### config.mk
export PLATFORM = sky130hd
export DESIGN_NAME = sd_cmd_ctrl
export DESIGN_NICKNAME = d
export VERILOG_FILES = /design/src/rtl/sd_pkg.sv /design/src/rtl/sd_crc7_calc.sv /design/src/rtl/sd_cmd_ctrl.sv
export SDC_FILE = /design/constraint.sdc
export NUM_CORES = 1
export LEC_CHECK = 0
export BUFFER_PORTS_ARGS = -buffer_cell sky130_fd_sc_hd__buf_2
export CAP_MARGIN = 20
export CELL_PAD_IN_SITES_DETAIL_PLACEMENT = 1
export CELL_PAD_IN_SITES_GLOBAL_PLACEMENT = 1
export CORE_ASPECT_RATIO = 0.75
export CORE_MARGIN = 1
export CORE_UTILIZATION = 38
export CTS_CLUSTER_DIAMETER = 40
export DETAILED_ROUTE_END_ITERATION = 10
export GPL_TIMING_DRIVEN = 1
export PLACE_DENSITY = 0.86
export RECOVER_POWER = 25
export SLEW_MARGIN = 20
export SYNTH_ARGS = -nofsm -noshare
export SYNTH_HDL_FRONTEND = slang
export SYNTH_HIERARCHICAL = 1
export SYNTH_SLANG_ARGS = --single-unit
### constraint.sdc
create_clock -name clk -period 10.44 [get_ports clk]
set_input_delay 0.522 -clock clk [delete_from_list [all_inputs] [get_ports clk]]
set_output_delay 0.522 -clock clk [all_outputs]
set_load 0.03 [all_outputs]
### src/rtl/sd_pkg.sv
// Shared definitions for the SD CMD-line controller: response-type codes, FSM states,
// CRC7 polynomial and bit positions of fields inside the receiver shift register.
package sd_pkg;

    typedef enum logic [1:0] {
        RESP_NONE  = 2'b00,
        RESP_SHORT = 2'b01,
        RESP_R2    = 2'b10,
        RESP_R3    = 2'b11
    } resp_type_e;

    typedef enum logic [2:0] {
        ST_IDLE,
        ST_SEND,
        ST_WAIT_START,
        ST_RECV,
        ST_CHECK,
        ST_GAP
    } state_e;

    localparam logic [6:0] CRC7_POLY = 7'h09;

    // short (48-bit) response layout
    localparam int unsigned IDX_HI = 132;
    localparam int unsigned IDX_LO = 127;
    localparam int unsigned PAY_HI = 126;
    localparam int unsigned PAY_LO = 95;
    localparam int unsigned CRC_HI = 94;
    localparam int unsigned CRC_LO = 88;

    // R2 (136-bit) response layout
    localparam int unsigned R2_HI          = 126;
    localparam int unsigned R2_CRC_DATA_LO = 8;
    localparam int unsigned R2_CRC_HI      = 7;
    localparam int unsigned R2_CRC_LO      = 1;
    localparam logic [5:0]  R2_CHECK_IDX   = 6'h3F;

    localparam int unsigned SHORT_CRC_W = 40;
    localparam int unsigned R2_CRC_W    = 119;

endpackage

### src/rtl/sd_crc7_calc.sv
// Combinational CRC7 (x^7+x^3+1, zero seed) over a WIDTH-bit vector, MSB first.
module sd_crc7_calc
    import sd_pkg::*;
#(
    parameter int unsigned WIDTH = 40
) (
    input  logic [WIDTH-1:0] data,
    output logic [6:0]       crc
);

    logic [6:0] acc;
    logic       fb;

    always_comb begin
        acc = '0;
        fb  = 1'b0;
        for (int unsigned i = WIDTH; i > 0; i--) begin
            fb  = data[i-1] ^ acc[6];
            acc = {acc[5:0], 1'b0} ^ (fb ? CRC7_POLY : 7'h00);
        end
    end

    assign crc = acc;

endmodule

### src/rtl/sd_cmd_ctrl.sv
// SD CMD-line transaction sequencer: send, await response, timeouts, validate, Ncc gap.
// Optional CRC7 response checking is built when SD_CMD_CRC_CHECK_EN is defined.
module sd_cmd_ctrl
    import sd_pkg::*;
#(
    parameter int unsigned NCR_MAX = 64,
    parameter int unsigned RX_MAX  = 160,
    parameter int unsigned NCC_MIN = 8
) (
    input  logic         clk,
    input  logic         reset,
    input  logic         req_valid,
    output logic         req_ready,
    input  logic [5:0]   req_index,
    input  logic [31:0]  req_arg,
    input  logic [1:0]   req_resp_type,
    output logic         tx_start,
    output logic [5:0]   tx_index,
    output logic [31:0]  tx_arg,
    input  logic         tx_done,
    output logic         rx_en,
    output logic         rx_r2,
    input  logic         rx_started,
    input  logic         rx_finished,
    input  logic [134:0] rx_response,
    output logic         done,
    output logic [127:0] resp,
    output logic [2:0]   status,
    output logic         busy
);

    localparam int unsigned CNT_TOP = (RX_MAX > NCR_MAX) ? ((RX_MAX > NCC_MIN) ? RX_MAX : NCC_MIN)
                                                         : ((NCR_MAX > NCC_MIN) ? NCR_MAX : NCC_MIN);
    localparam int unsigned CW = $clog2(CNT_TOP) + 1;

    state_e       state, state_n;
    logic [CW-1:0] cnt, cnt_n;
    resp_type_e   type_q, type_n;
    logic [5:0]   tx_index_n;
    logic [31:0]  tx_arg_n;
    logic         tx_start_n, rx_en_n, rx_r2_n, done_n;
    logic [127:0] resp_n;
    logic [2:0]   status_n;

    logic [5:0]   rsp_index;
    logic [31:0]  rsp_payload;
    logic         idx_err, crc_err;
    logic         unused_rx;

    assign rsp_index   = rx_response[IDX_HI:IDX_LO];
    assign rsp_payload = rx_response[PAY_HI:PAY_LO];
    assign unused_rx   = ^rx_response[134:133];

    always_comb begin
        idx_err = 1'b0;
        if (type_q == RESP_SHORT)
            idx_err = (rsp_index != tx_index);
        else if (type_q == RESP_R2)
            idx_err = (rsp_index != R2_CHECK_IDX);
    end

`ifdef SD_CMD_CRC_CHECK_EN
    logic [6:0] crc_short, crc_r2;

    sd_crc7_calc #(.WIDTH(SHORT_CRC_W)) u_crc_short (
        .data ({2'b00, rx_response[IDX_HI:PAY_LO]}),
        .crc  (crc_short)
    );

    sd_crc7_calc #(.WIDTH(R2_CRC_W)) u_crc_r2 (
        .data (rx_response[R2_HI:R2_CRC_DATA_LO]),
        .crc  (crc_r2)
    );

    always_comb begin
        crc_err = 1'b0;
        if (type_q == RESP_SHORT)
            crc_err = (crc_short != rx_response[CRC_HI:CRC_LO]);
        else if (type_q == RESP_R2)
            crc_err = (crc_r2 != rx_response[R2_CRC_HI:R2_CRC_LO]);
    end
`else
    assign crc_err = 1'b0;
`endif

    assign busy      = (state != ST_IDLE);
    assign req_ready = (state == ST_IDLE);

    // Response evaluation is registered on the rx_finished edge so done/resp/status are
    // presented during CHECK; GAP then runs so req_ready returns NCC_MIN+1 cycles after done.
    always_comb begin
        state_n    = state;
        cnt_n      = cnt;
        type_n     = type_q;
        tx_index_n = tx_index;
        tx_arg_n   = tx_arg;
        tx_start_n = 1'b0;
        rx_en_n    = rx_en;
        rx_r2_n    = rx_r2;
        done_n     = 1'b0;
        resp_n     = resp;
        status_n   = status;
        case (state)
            ST_IDLE: begin
                if (req_valid) begin
                    state_n    = ST_SEND;
                    type_n     = resp_type_e'(req_resp_type);
                    tx_index_n = req_index;
                    tx_arg_n   = req_arg;
                    tx_start_n = 1'b1;
                end
            end
            ST_SEND: begin
                if (tx_done) begin
                    cnt_n = '0;
                    if (type_q == RESP_NONE) begin
                        state_n  = ST_GAP;
                        done_n   = 1'b1;
                        status_n = '0;
                    end else begin
                        state_n = ST_WAIT_START;
                        rx_en_n = 1'b1;
                        rx_r2_n = (type_q == RESP_R2);
                    end
                end
            end
            ST_WAIT_START: begin
                if (rx_started) begin
                    state_n = ST_RECV;
                    cnt_n   = '0;
                end else if (cnt == CW'(NCR_MAX - 1)) begin
                    state_n  = ST_GAP;
                    cnt_n    = '0;
                    rx_en_n  = 1'b0;
                    rx_r2_n  = 1'b0;
                    done_n   = 1'b1;
                    status_n = 3'b001;
                end else begin
                    cnt_n = cnt + 1'b1;
                end
            end
            ST_RECV: begin
                if (rx_finished) begin
                    state_n  = ST_CHECK;
                    rx_en_n  = 1'b0;
                    rx_r2_n  = 1'b0;
                    done_n   = 1'b1;
                    status_n = {crc_err, idx_err, 1'b0};
                    resp_n   = (type_q == RESP_R2) ? {rx_response[R2_HI:0], 1'b1}
                                                   : {96'b0, rsp_payload};
                end else if (cnt == CW'(RX_MAX - 1)) begin
                    state_n  = ST_GAP;
                    cnt_n    = '0;
                    rx_en_n  = 1'b0;
                    rx_r2_n  = 1'b0;
                    done_n   = 1'b1;
                    status_n = 3'b001;
                end else begin
                    cnt_n = cnt + 1'b1;
                end
            end
            ST_CHECK: begin
                state_n = ST_GAP;
                cnt_n   = CW'(1);
            end
            ST_GAP: begin
                if (cnt == CW'(NCC_MIN)) begin
                    state_n = ST_IDLE;
                    cnt_n   = '0;
                end else begin
                    cnt_n = cnt + 1'b1;
                end
            end
            default: state_n = ST_IDLE;
        endcase
    end

    always_ff @(posedge clk or posedge reset) begin
        if (reset) begin
            state    <= ST_IDLE;
            cnt      <= '0;
            type_q   <= RESP_NONE;
            tx_index <= '0;
            tx_arg   <= '0;
            tx_start <= 1'b0;
            rx_en    <= 1'b0;
            rx_r2    <= 1'b0;
            done     <= 1'b0;
            resp     <= '0;
            status   <= '0;
        end else begin
            state    <= state_n;
            cnt      <= cnt_n;
            type_q   <= type_n;
            tx_index <= tx_index_n;
            tx_arg   <= tx_arg_n;
            tx_start <= tx_start_n;
            rx_en    <= rx_en_n;
            rx_r2    <= rx_r2_n;
            done     <= done_n;
            resp     <= resp_n;
            status   <= status_n;
        end
    end

endmodule

==> impl_metrics.env, run 1 <==
export IMPL_status="finished with violations"
export IMPL_violations="max-capacitance violations, max-slew violations"
export IMPL_area_delta_synth_final_pct=31.2
export IMPL_yosysWarnings=6
export IMPL_synth_async_reset_ratio_pct=100
export IMPL_grt_pass1_vias=7487
export IMPL_crit_required_ns=10.88
export IMPL_drcViolationCount=0
export IMPL_place_hpwl_um=18500
export IMPL_yosysSeqAreaShare_pct=58.1
export IMPL_hp_class="primary input to flip-flop"
export IMPL_ys_flop_type="dfrtp_1"
export IMPL_p_total_mw=3.61
export IMPL_cts_hold_buf=0
export IMPL_globalRouteMet2Util_pct=41.2
export IMPL_nets=1296
export IMPL_num_vias=7105
export IMPL_slew_headroom_pct=-267
export IMPL_drt_iter0_drc=331
export IMPL_busiest_layer="met2"
export IMPL_setup_viol=0
export IMPL_synth_area_per_cell_um2=10.1
export IMPL_drv_cap=1
export IMPL_ir_drop_uv=161
export IMPL_rsz0062_at_grt="no"
export IMPL_slew_viol_final=123
export IMPL_clk_pin_slew_ns=0.08
export IMPL_initial_utilization_pct=39.2
export IMPL_ys_ff_latch=186
export IMPL_grt_pass1_wl_um=39700
export IMPL_path_class="primary input to async pin"
export IMPL_core_area_um2=20400
export IMPL_design_die_area_um2=21700
export IMPL_grt_usage_pct=23.6
export IMPL_cts_max_path_buffers=2
export IMPL_die_h_um=128
export IMPL_rows=45
export IMPL_p_per_area_nw_per_um2=344
export IMPL_postCtsSetupBuffers=0
export IMPL_critPathLaunchType="primary input"
export IMPL_gr_total_overflow=0
export IMPL_global_route_usage_met1_pct=26.7
export IMPL_hold_viol_final=0
export IMPL_h_tree_depth=4
export IMPL_syn_nets=974
export IMPL_cp_end_kind="async pin"
export IMPL_syn_inst=791
export IMPL_grt_start_max_net_pins=123
export IMPL_dieWidth_um=170
export IMPL_synth_cell_types=50
export IMPL_firstDrtPassIters=5
export IMPL_synth_edf_count=0
export IMPL_syn_area_um2=8010
export IMPL_io_pins=356
export IMPL_final_setup_tns_ns=0
export IMPL_crit_fanout=122
export IMPL_fmax_mhz=228
export IMPL_cts_resized=0
export IMPL_port_buffers=352
export IMPL_clk_latency_ns=0.42
export IMPL_leakage_nw=5.69
export IMPL_place_gp_congestion=0.796
export IMPL_drive_gt1_share_pct=38.0
export IMPL_final_antenna_net_count=0
export IMPL_wl_um=25700
export IMPL_cts_tree="built"
export IMPL_grtUsageMet3_pct=8.86
export IMPL_tightest_slew_ns=5.47
export IMPL_root_buffer="clkbuf_16"
export IMPL_viasPerCell=5.04
export IMPL_worstPathArrival_ns=4.84
export IMPL_drt_wirelength_per_cell_um=18.2
export IMPL_cts_buffers=17
export IMPL_fin_crit_ns=4.39
export IMPL_timing_final_crit_share_pct=42.1
export IMPL_antenna_found_initial=4
export IMPL_clock_sinks=186
export IMPL_clock_skew_ns=0.0136
[sequential cells by signal, indices dropped and copies added, names as in the netlist]
signal and cells:
cnt 9, status 2, rx_r2 1, done 1, state 3, type_q 2
resp 128, tx_arg 32, tx_index 6, rx_en 1, tx_start 1
[cell usage after synthesis, types with 4 or more instances]
master,n,share of area [%]
mux2_2,35,4.9
inv_1,11,0.52
o21ai_0,47,2.9
nand3_1,100,6.2
clkbuf_1,20,0.94
nor2_1,13,0.61
a21oi_1,7,0.44
buf_4,10,0.94
nor3_1,7,0.44
buf_2,25,1.6
xnor2_1,4,0.44
mux2i_1,31,3.9
nand2_1,231,11
and3_1,4,0.31
a21o_1,5,0.47
o32ai_1,4,0.44
dfrtp_1,186,58
mux2_1,4,0.56
[power breakdown]
part	leakage, nW	switching [mW]	internal [mW]	total [mW]
Combinational	2.99	1.23	0.500	1.73
Clock	0.279	0.311	0.323	0.633
Sequential	2.42	0.205	1.04	1.25
Total	5.69	1.75	1.87	3.61
[critical path, stage by stage]
cell	delay (ns)
buf_2	0.10
clkinvlp_2	3.01
buf_4	1.05
[through the flow]
step	setup WS, ns	cell area [um2]	util, %	instances	hold WS [ns]
after CTS	7.54	10500	51.4	1406	0.295
after floorplan	4.86	8010	-	791	0.501
after detailed placement	7.56	9930	48.6	1375	0.450
after global placement	7.64	9930	48.6	1375	0.443
after global routing	5.09	10500	51.4	1409	0.296
final	6.05	10500	51.4	1411	0.315
[final cells by class]
cell class / instances / area [um2]
fillers: 2406 / 9930
flip-flops and latches: 186 / 4650
multi-input cells: 539 / 3070
repair buffers: 358 / 1810
clock buffers: 18 / 439
well taps: 282 / 353
clock inverters: 13 / 131
inverters: 11 / 42.5
diodes: 4 / 10.0
[routing by layer]
metal	wire length (um)	vias up
li1	-	3308
met1	9970	3503
met2	12900	255
met3	2270	37
met4	556	2
met5	13	-
[layout by cell type (no fill, tap or decap), drive strengths merged, types with 6 or more instances in the layout]
cell type	count
a21oi	10
buf	343
clkbuf	33
clkinv	6
dfrtp	186
inv	16
mux2	40
mux2i	31
nand2	231
nand3	101
nor2	15
nor3	9
o21ai	47
[cell families (layout without fill, tap and decap cells)]
family	count (synthesis)	in the layout	synth area share (%)
and+or+nand+nor	376	376	20.8
DFF	186	186	58.1
AOI/OAI and AO/OA	82	82	6.45
muxes	71	71	9.54
buffers and inverters	66	400	3.95
xor gates and xnor gates	7	7	0.765
adders and majority gates	2	2	0.312
other	1	5	0.0468
[path summary, 6_finish.rpt]
kind | end | start | cells after the start | slack, ns
max | resp[120] | reset | 3 | 6.05
max reg2reg | resp[8] | state[0] | 5 | 7.50
min | resp[52] | rx_response[51] | 3 | 0.31
max in group clk | resp[8] | state[0] | 5 | 7.50
min reg2reg | resp[121] | resp[121] | 2 | 0.46
min in group asynchronous | resp[33] | reset | 2 | 1.79
Note: power is estimated with default switching activity, not from simulation.
==> run 2, diff against run 1 <==
--- a/config.mk
+++ b/config.mk
@@ -11,11 +11,11 @@
 export CELL_PAD_IN_SITES_GLOBAL_PLACEMENT = 1
 export CORE_ASPECT_RATIO = 0.75
 export CORE_MARGIN = 1
-export CORE_UTILIZATION = 38
+export CORE_UTILIZATION = 35
 export CTS_CLUSTER_DIAMETER = 40
 export DETAILED_ROUTE_END_ITERATION = 10
 export GPL_TIMING_DRIVEN = 1
-export PLACE_DENSITY = 0.86
+export PLACE_DENSITY = 0.8
 export RECOVER_POWER = 25
 export SLEW_MARGIN = 20
 export SYNTH_ARGS = -nofsm -noshare
==> constraint.sdc (replaced) <==
create_clock -name clk -period 4.2 [get_ports clk]
set_input_delay 0.21 -clock clk [delete_from_list [all_inputs] [get_ports clk]]
set_output_delay 0.21 -clock clk [all_outputs]
set_load 0.03 [all_outputs]
==> run 2 against run 1 <==
The run still ends with max-capacitance violations, max-slew violations left. Flip-flop and latch count unchanged. Wire length increased by 6.6%. Critical path depth increased by 2. Register-to-register slack got worse by 6.0 ns. Power increased to 2.5 times the previous value. Final area increased by 6.3%. Clock power increased to 2.6 times the previous value. Non-clock buffer count increased by 70. Worst hold slack got worse by 0.30 ns. Largest power group unchanged.
==> impl_metrics.env, run 2 (synthesized netlist as in run 1, its figures left out) <==
export IMPL_slew_headroom_pct=-10.3
export IMPL_hold_viol_final=0
export IMPL_timing_final_crit_share_pct=64.0
export IMPL_area_delta_synth_final_pct=39.5
export IMPL_drcViolationCount=0
export IMPL_leakage_nw=5.68
export IMPL_worstPathArrival_ns=2.97
export IMPL_place_inst=1389
export IMPL_die_h_um=133
export IMPL_grt_pass1_vias=7947
export IMPL_clock_sinks=186
export IMPL_cts_buffers=17
export IMPL_grt_usage_pct=23.3
export IMPL_slew_viol_final=36
export IMPL_core_area_um2=22200
export IMPL_crit_fanout=100
export IMPL_firstDrtPassIters=4
export IMPL_grt_pass1_wl_um=42800
export IMPL_n_antenna_cell=0
export IMPL_postLayoutCoreUtil_pct=50.3
export IMPL_design_die_area_um2=23500
export IMPL_setup_viol=0
export IMPL_final_setup_tns_ns=0
export IMPL_layout_common_cells="249 x buf_2, 231 x nand2_1, 186 x dfrtp_1"
export IMPL_dieWidth_um=177
export IMPL_reg2reg_to="resp[29]"
export IMPL_wl_um=27400
export IMPL_postCtsSetupBuffers=0
export IMPL_drive_gt1_share_pct=28.5
export IMPL_grt_start_max_net_pins=107
export IMPL_nFillCells=2634
export IMPL_viasPerCell=4.95
export IMPL_io_pins=356
export IMPL_rows=47
export IMPL_nets=1366
export IMPL_hp_class="primary input to flip-flop"
export IMPL_crit_start="state[0]"
export IMPL_final_antenna_net_count=0
export IMPL_drt_iter0_drc=343
export IMPL_gr_total_overflow=0
export IMPL_status="finished with violations"
export IMPL_cts_max_path_buffers=2
export IMPL_post_place_ws_ns=1.54
export IMPL_num_vias=7380
export IMPL_reg_largest_list="resp x128, tx_arg x32, cnt x9"
export IMPL_r2r_start="state[0]"
export IMPL_cp_end_kind="flip-flop"
export IMPL_crit_required_ns=4.48
export IMPL_whs_ns=0.0138
export IMPL_place_gp_congestion=0.780
export IMPL_fin_cells=1490
export IMPL_drv_cap=1
export IMPL_h_tree_depth=4
export IMPL_port_buffers=352
export IMPL_rsz0062_at_grt="no"
export IMPL_antenna_found_initial=1
export IMPL_cts_tree="built"
export IMPL_path_class="flip-flop to flip-flop"
export IMPL_fmax_mhz=372
export IMPL_clk_pin_slew_ns=0.08
export IMPL_p_per_area_nw_per_um2=811
export IMPL_final_common_cell="buf_2"
export IMPL_finalInstanceArea_um2=11200
export IMPL_clk_latency_ns=0.43
export IMPL_place_hpwl_um=17700
export IMPL_largest_reg_flops=128
export IMPL_fin_crit_ns=2.69
export IMPL_ir_drop_uv=511
export IMPL_regMostFlops="resp"
export IMPL_critPathCapture="resp[29]"
export IMPL_regToRegSetupSlack_ns=1.51
export IMPL_critPathLaunchType="flip-flop"
export IMPL_tightest_slew_ns=1.65
export IMPL_place_area_um2=9990
export IMPL_root_buffer="clkbuf_16"
export IMPL_reg2reg_depth=5
export IMPL_violations="max-capacitance violations, max-slew violations"
export IMPL_drt_wirelength_per_cell_um=18.4
export IMPL_clock_skew_ns=0.0136
export IMPL_initial_utilization_pct=36.0
export IMPL_layout_setup_ws_ns=1.51
export IMPL_p_total_mw=9.06
## run 2: how the worst min path moves through the flow
| stage | slack (ns) | start | cells past startpoint | end |
|---|---|---|---|---|
| 4_1_cts | 0.0001 | req_arg[25] | 2 | tx_arg[25] |
| 3_5_place_dp | 0.39 | reset | 2 | resp[119] |
| 5_1_grt | 0.003 | req_arg[4] | 2 | tx_arg[4] |
| 3_3_place_gp | 0.40 | reset | 2 | resp[119] |
| 6_report | 0.01 | rx_response[71] | 3 | resp[72] |
| 2_1_floorplan | 0.33 | req_resp_type[1] | 2 | type_q[1] |
## run 2: timing repair
| item | 4_1_cts | 5_1_grt |
|---|---|---|
| hold endpoints to repair | 101 | 0 |
| resized for setup | 0 | 0 |
| hold buffers | 68 | 0 |
## run 2: where the power goes
part           leakage (nW)  internal, mW  switching [mW]
logic                  2.96          1.19            3.10
clock network         0.295         0.858           0.789
registers              2.42          2.59           0.533
## run 2: cell type report
class / count / area (um2) / share of cell area (%)
clock buffers: 18 / 429 / 3.84
clock inverters: 14 / 176 / 1.58
inverters: 11 / 42.5 / 0.381
multi-input cells: 539 / 3070 / 27.5
flip-flops and latches: 186 / 4650 / 41.7
well taps: 294 / 368 / 3.29
repair buffers: 428 / 2430 / 21.8
## run 2: per-layer routing
layer	part of all wire, %	vias up	global-route usage, %
li1	-	3452	-
met1	41	3598	28.0
met5	0.036	-	0
met2	49	275	39.7
met4	2.7	2	7.52
met3	7.3	53	6.87
## run 2: critical path: stages, from the launching register on
cell and delay, ns:
dfrtp_1 0.71, nor2b_1 0.40, nand3_4 0.64, buf_12 0.51, nand2_1 0.11, o21ai_0 0.10
==> run 3, diff against run 2 <==
--- a/config.mk
+++ b/config.mk
@@ -11,11 +11,11 @@
 export CELL_PAD_IN_SITES_GLOBAL_PLACEMENT = 1
 export CORE_ASPECT_RATIO = 0.75
 export CORE_MARGIN = 1
-export CORE_UTILIZATION = 35
+export CORE_UTILIZATION = 31
 export CTS_CLUSTER_DIAMETER = 40
 export DETAILED_ROUTE_END_ITERATION = 10
 export GPL_TIMING_DRIVEN = 1
-export PLACE_DENSITY = 0.8
+export PLACE_DENSITY = 0.75
 export RECOVER_POWER = 25
 export SLEW_MARGIN = 20
 export SYNTH_ARGS = -nofsm -noshare
==> constraint.sdc (replaced) <==
create_clock -name clk -period 2.2 [get_ports clk]
set_input_delay 0.11 -clock clk [delete_from_list [all_inputs] [get_ports clk]]
set_output_delay 0.11 -clock clk [all_outputs]
set_load 0.03 [all_outputs]
==> run 3 against run 2 <==
Non-clock buffer count rose by 117. Clock skew hardly changed. Global-route usage grew 2.0 points. The run still ends with max-capacitance violations, max-slew violations left. Largest cell class unchanged. Sequential share of layout area decreased by 4.2 points. Sequential power up 92%. Wire length is 21% higher. Die area up 13%. Power up 99%.
==> impl_metrics.env, run 3 (synthesized netlist as in run 1, its figures left out) <==
export IMPL_postLayoutCoreUtil_pct=49.4
export IMPL_drt_wirelength_per_cell_um=20.2
export IMPL_h_tree_depth=4
export IMPL_rows=50
export IMPL_core_area_um2=25100
export IMPL_rsz0062_at_grt="no"
export IMPL_place_inst=1453
export IMPL_postCtsSetupBuffers=0
export IMPL_layout_common_cells="277 x buf_2, 231 x nand2_1, 186 x dfrtp_1"
export IMPL_drt_iter0_drc=307
export IMPL_clock_sinks=186
export IMPL_io_pins=356
export IMPL_viasPerCell=4.92
export IMPL_port_buffers=352
export IMPL_slew_headroom_pct=-6.50
export IMPL_nets=1483
export IMPL_wl_met2_um=16700
export IMPL_final_setup_tns_ns=0
export IMPL_num_vias=8118
export IMPL_grt_pass1_wl_um=51800
export IMPL_regMostFlops="resp"
export IMPL_fin_cells=1650
export IMPL_nFillCells=2919
export IMPL_grt_pass1_vias=9134
export IMPL_place_gp_congestion=0.824
export IMPL_final_antenna_net_count=0
export IMPL_critPathLaunchType="flip-flop"
export IMPL_drive_gt1_share_pct=29.3
export IMPL_cts_max_path_buffers=2
export IMPL_whs_ns=0.0663
export IMPL_cts_buffers=17
export IMPL_cp_end_kind="flip-flop"
export IMPL_place_hpwl_um=19200
export IMPL_fmax_mhz=481
export IMPL_tightest_slew_ns=1.59
export IMPL_slew_viol_final=25
export IMPL_clk_latency_ns=0.43
export IMPL_leakage_nw=6.29
export IMPL_initial_utilization_pct=31.9
export IMPL_violations="max-capacitance violations, max-slew violations"
export IMPL_status="finished with violations"
export IMPL_wl_um=33300
export IMPL_fin_crit_ns=2.08
export IMPL_post_place_ws_ns=0.129
export IMPL_p_per_area_nw_per_um2=1450
export IMPL_antenna_found_initial=1
export IMPL_largest_reg_flops=128
export IMPL_setup_viol=0
export IMPL_drv_cap=1
export IMPL_hp_class="primary input to flip-flop"
export IMPL_timing_final_crit_share_pct=94.6
export IMPL_final_common_cell="buf_2"
export IMPL_dr_wl_met3_um=2080
export IMPL_cts_hold_buf=166
export IMPL_worstPathArrival_ns=2.40
export IMPL_hold_viol_final=0
export IMPL_drcViolationCount=0
export IMPL_design_die_area_um2=26500
export IMPL_grt_start_max_net_pins=65
export IMPL_grt_usage_pct=25.2
export IMPL_ir_drop_uv=801
export IMPL_cts_resized=0
export IMPL_m1WireLength_um=13400
export IMPL_top_layer="met5"
export IMPL_reg_largest_list="resp x128, tx_arg x32, cnt x9"
export IMPL_root_buffer="clkbuf_16"
export IMPL_area_delta_synth_final_pct=55.1
export IMPL_clk_pin_slew_ns=0.07
export IMPL_clock_skew_ns=0.0139
export IMPL_cts_tree="built"
export IMPL_layout_setup_ws_ns=0.119
export IMPL_n_antenna_cell=0
export IMPL_firstDrtPassIters=4
export IMPL_p_total_mw=18.0
export IMPL_finalInstanceArea_um2=12400
export IMPL_die_h_um=141
export IMPL_place_area_um2=10300
export IMPL_crit_fanout=6
export IMPL_crit_required_ns=2.52
export IMPL_dieWidth_um=188
export IMPL_gr_total_overflow=0
export IMPL_path_class="flip-flop to flip-flop"
-- run 3: critical path, stage by stage, from the launching register on --
cell and delay [ns]:
dfrtp_1 0.41, ha_1 0.25, and4_1 0.30, a31o_2 0.32, nor2_4 0.20, nand3b_4 0.20, mux2_4 0.30
-- run 3: report_power, final --
group | internal (mW) | switching, mW | leakage, nW
combinational | 2.61 | 6.36 | 3.59
clock | 1.65 | 1.40 | 0.273
sequential | 4.95 | 1.03 | 2.42
-- run 3: area by class of cell --
| class | instances | area (um2) | share of cell area (%) |
|---|---|---|---|
| clock inverter | 9 | 90.1 | 0.725 |
| multi-input combinational | 539 | 3080 | 24.8 |
| timing repair buffer | 545 | 3660 | 29.5 |
| sequential | 186 | 4650 | 37.5 |
| tap | 338 | 423 | 3.40 |
| clock buffer | 22 | 474 | 3.82 |
| inverter | 11 | 42.5 | 0.342 |
-- run 3: path summary, 6_finish.rpt --
kind                            startpoint  slack [ns]         to  depth (start not counted)
max reg2reg                         cnt[0]        0.12   state[1]                          6
min reg2reg                      resp[123]        0.47  resp[123]                          2
min in group asynchronous            reset        0.64  resp[119]                          3
max in group asynchronous            reset        0.56     cnt[0]                          4
min                        rx_response[20]        0.07   resp[21]                          3
max                                 cnt[0]        0.12   state[1]                          6
-- run 3: per-layer routing --
| layer | up-vias | GRT usage [%] |
|---|---|---|
| met5 | - | 0 |
| met4 | 2 | 9.71 |
| met3 | 71 | 6.82 |
| met2 | 325 | 44.7 |
| met1 | 4046 | 29.1 |
| li1 | 3674 | - |
